### src/rtl/uart_tx_arbiter.sv
// Round-robin arbiter that shares one UART transmitter among NUM_REQ byte requesters.
// Launches one byte per grant, tracks tx_idle for frame accept/complete, flags lost launches.
module uart_tx_arbiter #(
  parameter int NUM_REQ     = 4,
  parameter int bit_n       = 8,
  parameter int ACK_TIMEOUT = 4,
  localparam int GW         = (NUM_REQ > 2) ? $clog2(NUM_REQ) : 1
) (
  input  logic                     clk,
  input  logic                     rst_n,
  input  logic [NUM_REQ-1:0]       req,
  input  logic [NUM_REQ*bit_n-1:0] req_data,
  output logic [NUM_REQ-1:0]       req_ack,
  output logic                     tx_data_rdy,
  output logic [bit_n-1:0]         tx_data,
  input  logic                     tx_idle,
  output logic                     busy,
  output logic [GW-1:0]            grant_id,
  output logic                     err_timeout,
  output logic [15:0]              frame_cnt
);

  typedef enum logic [1:0] {S_IDLE, S_LAUNCH, S_SEND} state_t;

  state_t               r_state;
  logic [GW-1:0]        r_ptr;
  logic [7:0]           r_cnt;
  logic [NUM_REQ-1:0]   r_req_ack;
  logic                 r_tx_data_rdy;
  logic [bit_n-1:0]     r_tx_data;
  logic                 r_busy;
  logic [GW-1:0]        r_grant_id;
  logic                 r_err_timeout;
  logic [15:0]          r_frame_cnt;

  logic                 w_found;
  logic [GW-1:0]        w_sel;
  logic [GW:0]          w_sum;
  logic [GW-1:0]        w_ptr_nxt;

  // Search starts at r_ptr and wraps; the first set request encountered wins.
  always_comb begin
    w_found = 1'b0;
    w_sel   = '0;
    w_sum   = '0;
    for (int k = 0; k < NUM_REQ; k++) begin
      w_sum = {1'b0, r_ptr} + (GW+1)'(k);
      if (w_sum >= (GW+1)'(NUM_REQ))
        w_sum = w_sum - (GW+1)'(NUM_REQ);
      if (!w_found && req[w_sum[GW-1:0]]) begin
        w_found = 1'b1;
        w_sel   = w_sum[GW-1:0];
      end
    end
  end

  assign w_ptr_nxt = (r_grant_id == GW'(NUM_REQ-1)) ? '0 : r_grant_id + 1'b1;

  always_ff @(posedge clk or negedge rst_n) begin
    if (!rst_n) begin
      r_state       <= S_IDLE;
      r_ptr         <= '0;
      r_cnt         <= '0;
      r_req_ack     <= '0;
      r_tx_data_rdy <= 1'b0;
      r_tx_data     <= '0;
      r_busy        <= 1'b0;
      r_grant_id    <= '0;
      r_err_timeout <= 1'b0;
      r_frame_cnt   <= '0;
    end else begin
      r_req_ack     <= '0;
      r_tx_data_rdy <= 1'b0;
      r_err_timeout <= 1'b0;
      case (r_state)
        S_IDLE: begin
          if (tx_idle && w_found) begin
            r_tx_data     <= req_data[w_sel*bit_n +: bit_n];
            r_grant_id    <= w_sel;
            r_req_ack     <= {{(NUM_REQ-1){1'b0}}, 1'b1} << w_sel;
            r_tx_data_rdy <= 1'b1;
            r_cnt         <= '0;
            r_busy        <= 1'b1;
            r_state       <= S_LAUNCH;
          end
        end
        S_LAUNCH: begin
          r_cnt <= r_cnt + 8'd1;
          if (!tx_idle) begin
            r_state <= S_SEND;
          end else if (r_cnt == 8'(ACK_TIMEOUT-1)) begin
            // Transmitter never took the byte: drop it and move the turn on.
            r_err_timeout <= 1'b1;
            r_ptr         <= w_ptr_nxt;
            r_busy        <= 1'b0;
            r_state       <= S_IDLE;
          end
        end
        S_SEND: begin
          if (tx_idle) begin
            r_frame_cnt <= r_frame_cnt + 16'd1;
            r_ptr       <= w_ptr_nxt;
            r_busy      <= 1'b0;
            r_state     <= S_IDLE;
          end
        end
        default: r_state <= S_IDLE;
      endcase
    end
  end

  assign req_ack     = r_req_ack;
  assign tx_data_rdy = r_tx_data_rdy;
  assign tx_data     = r_tx_data;
  assign busy        = r_busy;
  assign grant_id    = r_grant_id;
  assign err_timeout = r_err_timeout;
  assign frame_cnt   = r_frame_cnt;

endmodule

### config.mk
export PLATFORM = sky130hd
export DESIGN_NAME = uart_tx_arbiter
export DESIGN_NICKNAME = d
export VERILOG_FILES = /design/src/rtl/uart_tx_arbiter.sv
export SDC_FILE = /design/constraint.sdc
export NUM_CORES = 1
export LEC_CHECK = 0
export ABC_AREA = 0
export CAP_MARGIN = 30
export CORE_ASPECT_RATIO = 1.2
export CORE_MARGIN = 4
export CORE_UTILIZATION = 40
export DETAILED_ROUTE_END_ITERATION = 10
export PLACE_DENSITY = 0.74
export SLEW_MARGIN = 40
export SYNTH_ARGS = -nofsm -noshare
export SYNTH_HDL_FRONTEND = slang
export SYNTH_SLANG_ARGS = --single-unit
### constraint.sdc
create_clock -name clk -period 2.4 [get_ports clk]
set_input_delay 0.36 -clock clk [delete_from_list [all_inputs] [get_ports clk]]
set_output_delay 0.36 -clock clk [all_outputs]
set_load 0.02 [all_outputs]
# Yosys cells after proc, flatten, opt, wreduce, memory -nomap -nowiden
# Index checks and enable logic that the tools add are counted.
[totals]
regBits = 45
word_cells = 100
input_bits = 39
[op_classes]
mux = 44
magnitude_cmp = 8
add_sub_neg = 10
shifts = 2
eq_ne = 9
n_reduce_logical = 17
[op_table]
columns = ["operator", "n"]
rows = [
  ["$mux W2", 16],
  ["$shiftx A32 B6 Y8", 1],
  ["$mux W1", 17],
  ["$add A16 B1 Y16 const B", 1],
  ["$pmux W8 S2", 1],
  ["$lt A2 B3 Y1 const B", 4],
  ["$ge A3 B3 Y1 const B", 3],
  ["$add A8 B1 Y8 const B", 1],
  ["$bmux W1 S2", 4],
  ["$eq A8 B2 Y1 const B", 1],
  ["$mux W4", 2],
  ["$mux W8", 1],
  ["$ne A2 B2 Y1 const B", 4],
  ["$sub A2 B1 Y2 const B", 4],
  ["$add A2 B2 Y3 const B", 2],
  ["$pmux W2 S3", 1],
  ["$reduce_and A2 Y1", 3],
  ["$reduce_and A5 Y1", 1],
  ["$eq A2 B2 Y1 const B", 2],
  ["$logic_and A1 B1 Y1", 4],
  ["$pmux W2 S2", 1],
  ["$reduce_and A4 Y1", 1],
  ["$reduce_bool A2 Y1", 2],
  ["$shl A1 B2 Y4 const A", 1],
  ["other kinds (10)", 12],
]

# Depth between registers and ports, before layout
# Gate-level depths: netlist of run 1.
[depth]
ltp_word = 17
depth_mapped = 7
depth_no_buf = 6

# Worst setup path before layout of run 1
# Ideal clock, no wire load.
[synth_timing]
path_type = "flip-flop to flip-flop"
start = "register r_state[1]"
end = "register r_cnt[7]"
required_ps = 2321
setup_ps = 79
path_buffers = 2
synth_period_minus_slack_ps = 1732
stages_incl_launch_ff = 8
t_arrival_ps = 1653
path_slack_ps = 668
cell_sequence = "dfrtp_1 -> inv_1 -> ha_1 -> clkbuf_1 -> a2bb2oi_1 -> buf_2 -> nor4b_1 -> mux2i_1"
[synth_between]
elab_chain_len = 3
elab_cells_between_ends = 6
[synth_rtl]
columns = ["element", "line", "source"]
rows = [
  ["from (decl)", "25", "state_t r_state;"],
  ["from (signal assigned)", "61", "r_state <= S_IDLE;"],
  ["from (signal assigned)", "84", "r_state <= S_LAUNCH;"],
  ["from (signal assigned)", "90", "r_state <= S_SEND;"],
  ["$eq A2 B1 Y1 or $logic_not A2 Y1 (tied branches)", "75", "case (r_state)"],
  ["$reduce_bool A2 Y1 (no source line) or $ne A2 B2 Y1 (tied branches)", "n/a", ""],
  ["$reduce_and A2 Y1 (no source line)", "n/a", ""],
  ["to (signal assigned)", "88", "r_cnt <= r_cnt + 8'd1;"],
  ["to (decl)", "27", "logic [7:0] r_cnt;"],
]
# Several ways; a longest one is shown, not always the timed one.
# A chain may end at the register's enable or synchronous reset.

# Final worst setup path of run 1
[layout_timing]
start = "input req[2]"
end = "register r_tx_data[6] (netlist: tx_data[6])"
[layout_between]
elab_chain_len = 14
elab_cells_between_ends = 25
[layout_rtl]
columns = ["element", "line", "source"]
rows = [
  ["from (decl)", "11", "input logic [NUM_REQ-1:0] req,"],
  ["parallel branches: the longest is 14 deep, another holds $bmux W1 S2", "n/a", ""],
  ["to (signal assigned)", "78", "r_tx_data <= req_data[w_sel*bit_n +: bit_n];"],
  ["to (decl)", "30", "logic [bit_n-1:0] r_tx_data;"],
]
# Several ways; the timed one is not identified. The select of a mux whose other input is x is not followed.

==> results of run 1 <==
[logic make-up (layout without fill, tap and decap cells)]
group | Yosys count | count (layout) | share of synthesized area (%)
AND/OR/NAND/NOR | 77 | 77 | 17.4
flip-flops | 45 | 45 | 48.0
AO/OA/AOI/OAI | 36 | 36 | 10.9
multiplexers | 24 | 24 | 10.4
buffers and inverters | 20 | 99 | 4.43
XOR/XNOR | 15 | 15 | 5.60
adder cells (fa/ha/maj) | 6 | 6 | 3.20
[per-layer routing]
metal,share of wire [%],wire length [um]
met1,42,2280
met2,51,2770
met3,5.2,279
met4,1.3,70
met5,0,0
[worst max-delay path, cell delays in order]
cell and delay, ps:
clkdlybuf4s50_1 480, or4_1 600, nand3_2 190, or3_1 350, o221ai_1 180
[cells in the mapped netlist (3+ instances only)]
cell type   n  area, um^2
a21oi_1     7        35.0
o221ai_1    8        70.1
nand3_1     8        40.0
nor2_1      6        22.5
inv_1      10        37.5
nand4_1     3        18.8
xnor2_1    10        87.6
ha_1        6        75.1
nor2b_1     5        31.3
or3_1       4        25.0
dfrtp_1    45        1130
xor2_1      5        43.8
o21ai_0     7        35.0
nand2_1    28         105
buf_2       4        20.0
mux2i_1    21         210
o21ai_1     3        15.0
or2_2       3        18.8
nor3_1      5        25.0
[placed cells by master, fill, tap and decap left out, drive strengths merged, types with 3 or more instances in the layout]
cell	instances
clkdlybuf4s50	70
nor3	5
nand2	28
nand4	3
nor4	4
xor2	5
xnor2	10
o221ai	8
a21oi	7
o21ai	11
nor2	6
dfrtp	45
inv	11
clkbuf	5
mux2i	21
nand3	9
or2	4
nor2b	5
or3	4
mux2	3
ha	6
buf	9
[cell type report]
| class | instances | area [um^2] |
|---|---|---|
| clock buffers | 5 | 68.8 |
| clock inverters | 3 | 46.3 |
| fillers | 517 | 2400 |
| inverters | 12 | 45.0 |
| multi-input cells | 158 | 1120 |
| flip-flops and latches | 45 | 1130 |
| well taps | 80 | 100 |
| repair buffers | 79 | 766 |
[metrics by stage]
| step | hold WS, ps | util (%) | total power, mW | setup WS (ps) |
|---|---|---|---|---|
| 3_5_place_dp | 402 | 55.6 | 2.49 | 44.8 |
| 5_1_grt | 96.5 | 57.7 | 3.25 | 271 |
| 3_3_place_gp | 398 | 55.6 | 2.45 | 103 |
| 4_1_cts | 72.4 | 57.7 | 3.07 | 371 |
| 6_report | 50.6 | 57.7 | 3.04 | 400 |
| 2_1_floorplan | 64.4 | - | 1.96 | 668 |
[report_power, final]
part | switching (mW) | leakage [nW] | internal, mW | total, mW
Clock | 0.271 | 0.0543 | 0.312 | 0.582
Sequential | 0.168 | 0.584 | 0.952 | 1.12
Combinational | 0.695 | 0.798 | 0.643 | 1.34
Total | 1.13 | 1.44 | 1.91 | 3.04
[sequential cells by signal, summed over array words and instances (netlist names)]
register / cells
tx_data: 8
frame_cnt: 16
busy: 1
req_ack: 4
grant_id: 2
r_ptr: 2
r_cnt: 8
err_timeout: 1
tx_data_rdy: 1
r_state: 2
[path summary, 6_finish.rpt]
kind,to,slack [ps],cells after the start
max,tx_data[6],400,5
min,frame_cnt[13],50,1
max reg2reg,r_cnt[6],510,7
min reg2reg,frame_cnt[15],470,1
max in group asynchronous,frame_cnt[14],1770,2
min in group clk,frame_cnt[15],470,1
==> reports/results.txt, run 1 <==
status: finished clean
Net Count, Synth: 268
Syn Inst Count: 223
worst reg2reg startpoint: r_state[1]
fmax: 500 MHz
met1 Usage GRT: 19.6%
Post-CTS Setup Bufs: 0
HPWL after detailed placement: 4300 um
first-pass GRT wire length: 9280 um
core area: 5670 um^2
Clock Skew: 7.32 ps
Layout Cells excl Fill: 382
Mean Syn Cell Area: 10.5 um^2
drt pass-1 iters: 4
static leakage power: 1.44 nW
Post-synth EDFFs: 0
met2 usage: 27.7%
GPL Wtd Cong: 0.799
placed inst area: 3150 um^2
Crit Path Max Fanout: 11
gr ovfl total: 0
Die Height: 91.9 um
min Tclk post-route: 2000 ps
Peak VDD IR: 0.000565 V
grt peak-use layer: met2
Row Count: 30
Yosys warnings: 0
DIE AREA: 7160 um^2
ys flop type: dfrtp_1
Sink Count: 45
# hold bufs at CTS: 0
share of cells above drive strength 1: 8.94%
Final ANT Viol Nets: 0
initial antenna violation count: 0
max-cap violation count: 0
synth unique cells: 45
design area: 3270 um^2
Yosys reg bits: 45
Clock Pin Slew Worst Setup and Hold Paths: 90 ps
initial core utilization: 41.4%
WS Path Type: input port to register
Max clock buf depth: 2
P&R area growth vs syn: 39.3%
Arr. time, crit path: 2160 ps
initial drt markers: 170
Mapped Area: 2350 um^2
max-slew violation count: 0
Layout Nets: 346
CTS root buf: clkbuf_8
Tcrit/Tclk final: 83.3%
Tightest Hold Check Type: input port to asynchronous set/reset pin
final hold vios: 0
diode count: 0
critical path capture point type: register
Inst Count DP: 374
Die X: 77.9 um
met3 usage: 3.93%
pin count of the biggest net entering global routing: 28
Worst Setup SP: req[2]
DRC viols: 0
Power Dens Cells: 930 nW/um^2
Setup TNS: 0 ps
post-cts gate resize count: 0
Tot GR Track Use: 16.0%
crit start category: input port
vias in the first global route: 2019
via count: 1943
actual slew at the worst max-slew pin: 593 ps
# IOs: 72
WP data required: 2560 ps
final wirelength: 5410 um
Seq/Total Area, Yosys: 48.0%
IO Port Bufs: 71
H-tree depth: 2
RSZ-0062 raised after global routing: no
post-DR vias/cell: 5.09
DR WL/cell: 14.2 um
CTS tree: built
worst skew pair latency: 300 ps
Slew headroom: 60.4%
Setup-failing EPs final: 0
asr flop ratio synth: 100%
CTS Buf Count: 5
Note: power is estimated with default switching activity, not from simulation.
==> run 2: changes to the inputs <==
Clock period 2.4 ns to 1.88 ns, I/O delays scaled along.
==> reports/results.txt, run 2 (synthesis gave the netlist of run 1 again) <==
commonest non-fill, non-tap cell in the layout: clkdlybuf4s50_1
diode count: 0 (unchanged)
final setup margin: 107 ps (-293 ps)
CTS Buf Count: 5 (unchanged)
Crit Path Max Fanout: 16 (+5)
max-slew violation count: 0 (unchanged)
worst reg2reg startpoint: r_cnt[0]
DR WL/cell: 14.0 um (-1.0%)
Tcrit/Tclk final: 94.3%
core area: 5670 um^2 (unchanged)
WS Path Type: input port to register
GPL Wtd Cong: 0.853 (+6.7%)
Slew headroom: 69.6% (+9.1 points)
DIE AREA: 7160 um^2 (unchanged)
R2R setup slack: 120 ps (-390 ps)
hold slack: 446 ps (+395 ps)
max FFs per register: 16 (unchanged)
Sink Count: 45 (unchanged)
crit start category: input port
H-tree depth: 2 (unchanged)
Power Dens Cells: 1150 nW/um^2 (+24%)
most frequent cells in the layout: 70 x clkdlybuf4s50_1, 45 x dfrtp_1, 28 x nand2_1
vias in the first global route: 2012 (-0.35%)
IO Port Bufs: 71 (unchanged)
gr ovfl total: 0 (unchanged)
Final ANT Viol Nets: 0 (unchanged)
Layout Nets: 366 (+5.8%)
Worst Setup SP: req[1]
status: finished clean
first-pass GRT wire length: 9260 um (-0.23%)
final wirelength: 5630 um (+4.2%)
final core utilization: 60.6% (+3.0 points)
Setup TNS: 0 ps (unchanged)
DRC viols: 0 (unchanged)
HPWL after detailed placement: 4400 um (+2.2%)
initial drt markers: 89 (-48%)
# IOs: 72 (unchanged)
final hold vios: 0 (unchanged)
Die Height: 91.9 um (unchanged)
Filler Cells Inserted: 485 (-6.2%)
share of cells above drive strength 1: 15.8% (+6.9 points)
Tightest Hold Check Type: input port to asynchronous set/reset pin
CTS tree: built
Setup-failing EPs final: 0 (unchanged)
reg2reg path depth: 5 (-2)
pin count of the biggest net entering global routing: 22 (-21%)
max-cap violation count: 0 (unchanged)
Critical Path End: tx_data[7]
Arr. time, crit path: 1930 ps (-230 ps)
post-DR vias/cell: 5.04 (-0.96%)
initial antenna violation count: 0 (unchanged)
worst r2r dst: r_ptr[1]
min Tclk post-route: 1770 ps
Die X: 77.9 um (unchanged)
Clock Skew: 11.8 ps (+4.45 ps)
CTS root buf: clkbuf_8
Max clock buf depth: 2 (unchanged)
Clock Pin Slew Worst Setup and Hold Paths: 100 ps (about the same)
P&R area growth vs syn: 46.5%
drt pass-1 iters: 5 (+1)
worst skew pair latency: 310 ps (about the same)
WP data required: 2040 ps (-520 ps)
Peak VDD IR: 0.000680 V (+20%)
static leakage power: 1.52 nW (+6.0%)
initial core utilization: 41.4% (unchanged)
Tot GR Track Use: 15.9% (-0.093 points)
dpl ws: -233 ps (-278 ps)
fmax: 564 MHz
actual slew at the worst max-slew pin: 457 ps (-137 ps)
Row Count: 30 (unchanged)
critical path capture point type: register
via count: 2025 (+4.2%)
==> run 2: layout make-up <==
class	instances	area (um^2)	area share, %
clock buffer	5	68.8	2.00
clock inverter	3	22.5	0.655
inverter	12	45.0	1.31
multi-input combinational	158	1140	33.2
sequential	45	1130	32.8
tap	80	100	2.91
timing repair buffer	99	931	27.1
==> run 2: how the worst min path moves through the flow <==
stage	endpoint	slack [ps]	depth (start not counted)
finish	frame_cnt[12]	450	2
global route	r_cnt[6]	480	2
CTS	frame_cnt[11]	460	2
detailed placement	frame_cnt[0]	270	1
global placement	frame_cnt[1]	260	1
floorplan	busy	-10	0
==> run 2: critical path, stage by stage <==
cell,delay (ps)
clkdlybuf4s50_1,540
a21bo_2,240
a221o_1,340
buf_12,180
mux2i_1,200
o221ai_1,150
==> run 2: metrics by stage <==
step                      area, um^2  cells  power [mW]
after global routing            3440    402        4.23
after detailed placement        3310    393        3.32
after floorplan                 2350    223        2.50
after CTS                       3410    402        3.94
final                           3440    402        3.95
after global placement          3310    393        3.27
==> run 2: repair_timing <==
action	CTS	global route
gates resized for setup	1	5
endpoints found under the hold margin	19	0
buffers inserted	0	0
hold buffers	1	0
setup endpoints to repair	1	8
==> run 2: where the power goes <==
group	internal [mW]	switching (mW)	total, mW
combinational	0.970	0.940	1.91
sequential	1.22	0.211	1.43
clock	0.261	0.350	0.611
==> run 2: routing by layer <==
| layer | share of wire [%] | vias to the layer above | GRT usage [%] | routed length (um) |
|---|---|---|---|---|
| li1 | - | 991 | - | - |
| met1 | 41 | 965 | 18.9 | 2340 |
| met2 | 51 | 61 | 28.4 | 2900 |
| met3 | 6.1 | 8 | 4.72 | 345 |
| met4 | 0.91 | 0 | 3.50 | 51 |
| met5 | 0 | - | 0 | 0 |
==> run 3: changes to the inputs <==
Settings changed: CTS_BUF_LIST set to sky130_fd_sc_hd__clkbuf_2 sky130_fd_sc_hd__clkbuf_4 sky130_fd_sc_hd__clkbuf_8, MAX_ROUTING_LAYER set to met4.
Clock period 1.88 ns to 2.2 ns, I/O delays scaled along.
==> reports/results.txt, run 3 (synthesis gave the netlist of run 1 again) <==
Setup-failing EPs final: 0 (unchanged)
Clock Pin Slew Worst Setup and Hold Paths: 80 ps (-20 ps)
reg2reg path depth: 5 (unchanged)
diode count: 0 (unchanged)
first-pass GRT wire length: 9010 um (-2.7%)
# hold bufs at CTS: 0 (-1)
R2R setup slack: 230 ps (+110 ps)
gr ovfl total: 0 (unchanged)
drt pass-1 iters: 4 (-1)
Clock Skew: 9.51 ps (-2.26 ps)
Tot GR Track Use: 16.0% (+0.020 points)
via count: 1945 (-4.0%)
commonest non-fill, non-tap cell in the layout: clkdlybuf4s50_1
post-DR vias/cell: 5.04 (about the same)
hold slack: 100 ps (-345 ps)
Setup TNS: 0 ps (unchanged)
IO Port Bufs: 71 (unchanged)
Die Height: 91.9 um (unchanged)
Row Count: 30 (unchanged)
HPWL after detailed placement: 4030 um (-8.4%)
post-cts gate resize count: 0 (-1)
CTS root buf: clkbuf_8
# IOs: 72 (unchanged)
max-cap violation count: 0 (unchanged)
status: finished clean
Die X: 77.9 um (unchanged)
static leakage power: 1.47 nW (-3.4%)
crit start category: register
Tot Pwr: 3.38 mW (-14%)
Tcrit/Tclk final: 89.7%
Peak VDD IR: 0.000634 V (-6.8%)
GPL Wtd Cong: 0.802 (-6.0%)
Tightest Hold Check Type: input port to asynchronous set/reset pin
H-tree depth: 2 (unchanged)
DR WL/cell: 13.7 um (-2.1%)
max FFs per register: 16 (unchanged)
vias in the first global route: 2000 (-0.60%)
final hold vios: 0 (unchanged)
final wirelength: 5300 um (-6.0%)
worst skew pair latency: 300 ps (about the same)
P&R area growth vs syn: 41.7%
actual slew at the worst max-slew pin: 575 ps (+119 ps)
Final ANT Viol Nets: 0 (unchanged)
DIE AREA: 7160 um^2 (unchanged)
DRC viols: 0 (unchanged)
worst reg2reg startpoint: r_cnt[0]
Max clock buf depth: 2 (unchanged)
initial core utilization: 41.4% (unchanged)
initial antenna violation count: 0 (unchanged)
Slew headroom: 61.7% (-7.9 points)
WP data required: 2380 ps (+340 ps)
Filler Cells Inserted: 501 (+3.3%)
WS Path Type: register to register
CTS tree: built
pin count of the biggest net entering global routing: 46 (+110%)
RSZ-0062 raised after global routing: no
Post-CTS Setup Bufs: 0 (unchanged)
Sink Count: 45 (unchanged)
min Tclk post-route: 1970 ps
initial drt markers: 149 (+67%)
core area: 5670 um^2 (unchanged)
worst r2r dst: r_ptr[0]
Crit Path Max Fanout: 4 (-12)
Power Dens Cells: 1020 nW/um^2 (-12%)
max-slew violation count: 0 (unchanged)
fmax: 507 MHz
Arr. time, crit path: 2160 ps (+230 ps)
most frequent cells in the layout: 70 x clkdlybuf4s50_1, 45 x dfrtp_1, 28 x nand2_1
critical path capture point type: register
CTS Buf Count: 5 (unchanged)
share of cells above drive strength 1: 10.1% (-5.7 points)
Layout Nets: 350 (-4.4%)
run 3: cell type report:
type	instances	area, um^2	share of cell area [%]
clock inverters	2	38.8	1.17
repair buffers	83	821	24.7
inverters	12	45.0	1.36
multi-input cells	158	1120	33.6
clock buffers	6	76.3	2.30
well taps	80	100	3.01
flip-flops and latches	45	1130	33.9
run 3: how the worst max path moves through the flow:
stage	start	to	slack (ps)	depth (start not counted)
after global routing	r_cnt[0]	r_ptr[0]	70	5
final	r_cnt[0]	r_ptr[0]	230	5
after floorplan	r_state[1]	r_cnt[7]	470	7
after detailed placement	req[2]	tx_data[1]	40	6
after CTS	r_cnt[0]	r_ptr[0]	220	5
after global placement	req[2]	r_cnt[6]	90	7
run 3: layer usage:
layer | wire length, um | vias to the layer above | global-route usage, % | share of wire [%]
li1 | - | 958 | - | -
met1 | 2270 | 925 | 18.4 | 43
met2 | 2690 | 55 | 27.8 | 51
met3 | 285 | 7 | 3.73 | 5.4
met4 | 57 | 0 | 4.37 | 1.1
met5 | 0 | - | - | 0
run 3: critical path, stage by stage (launching register included):
cell and delay (ps):
dfrtp_1 390, ha_1 210, nor4b_1 380, nand3_1 190, a21oi_1 320, mux2_1 360
run 3: power by group:
part	internal [mW]	leakage [nW]	switching (mW)
combinational	0.750	0.827	0.773
clock	0.353	0.0588	0.289
sequential	1.04	0.584	0.174
total	2.14	1.47	1.24
run 3: metrics by stage:
stage,instances,area (um^2),util [%],worst slack (ps)
finish,386,3320,58.6,227
global route,386,3320,58.6,66.4
CTS,386,3320,58.6,224
detailed placement,378,3210,56.6,37.5
global placement,378,3210,56.6,90.3
floorplan,223,2350,-,468
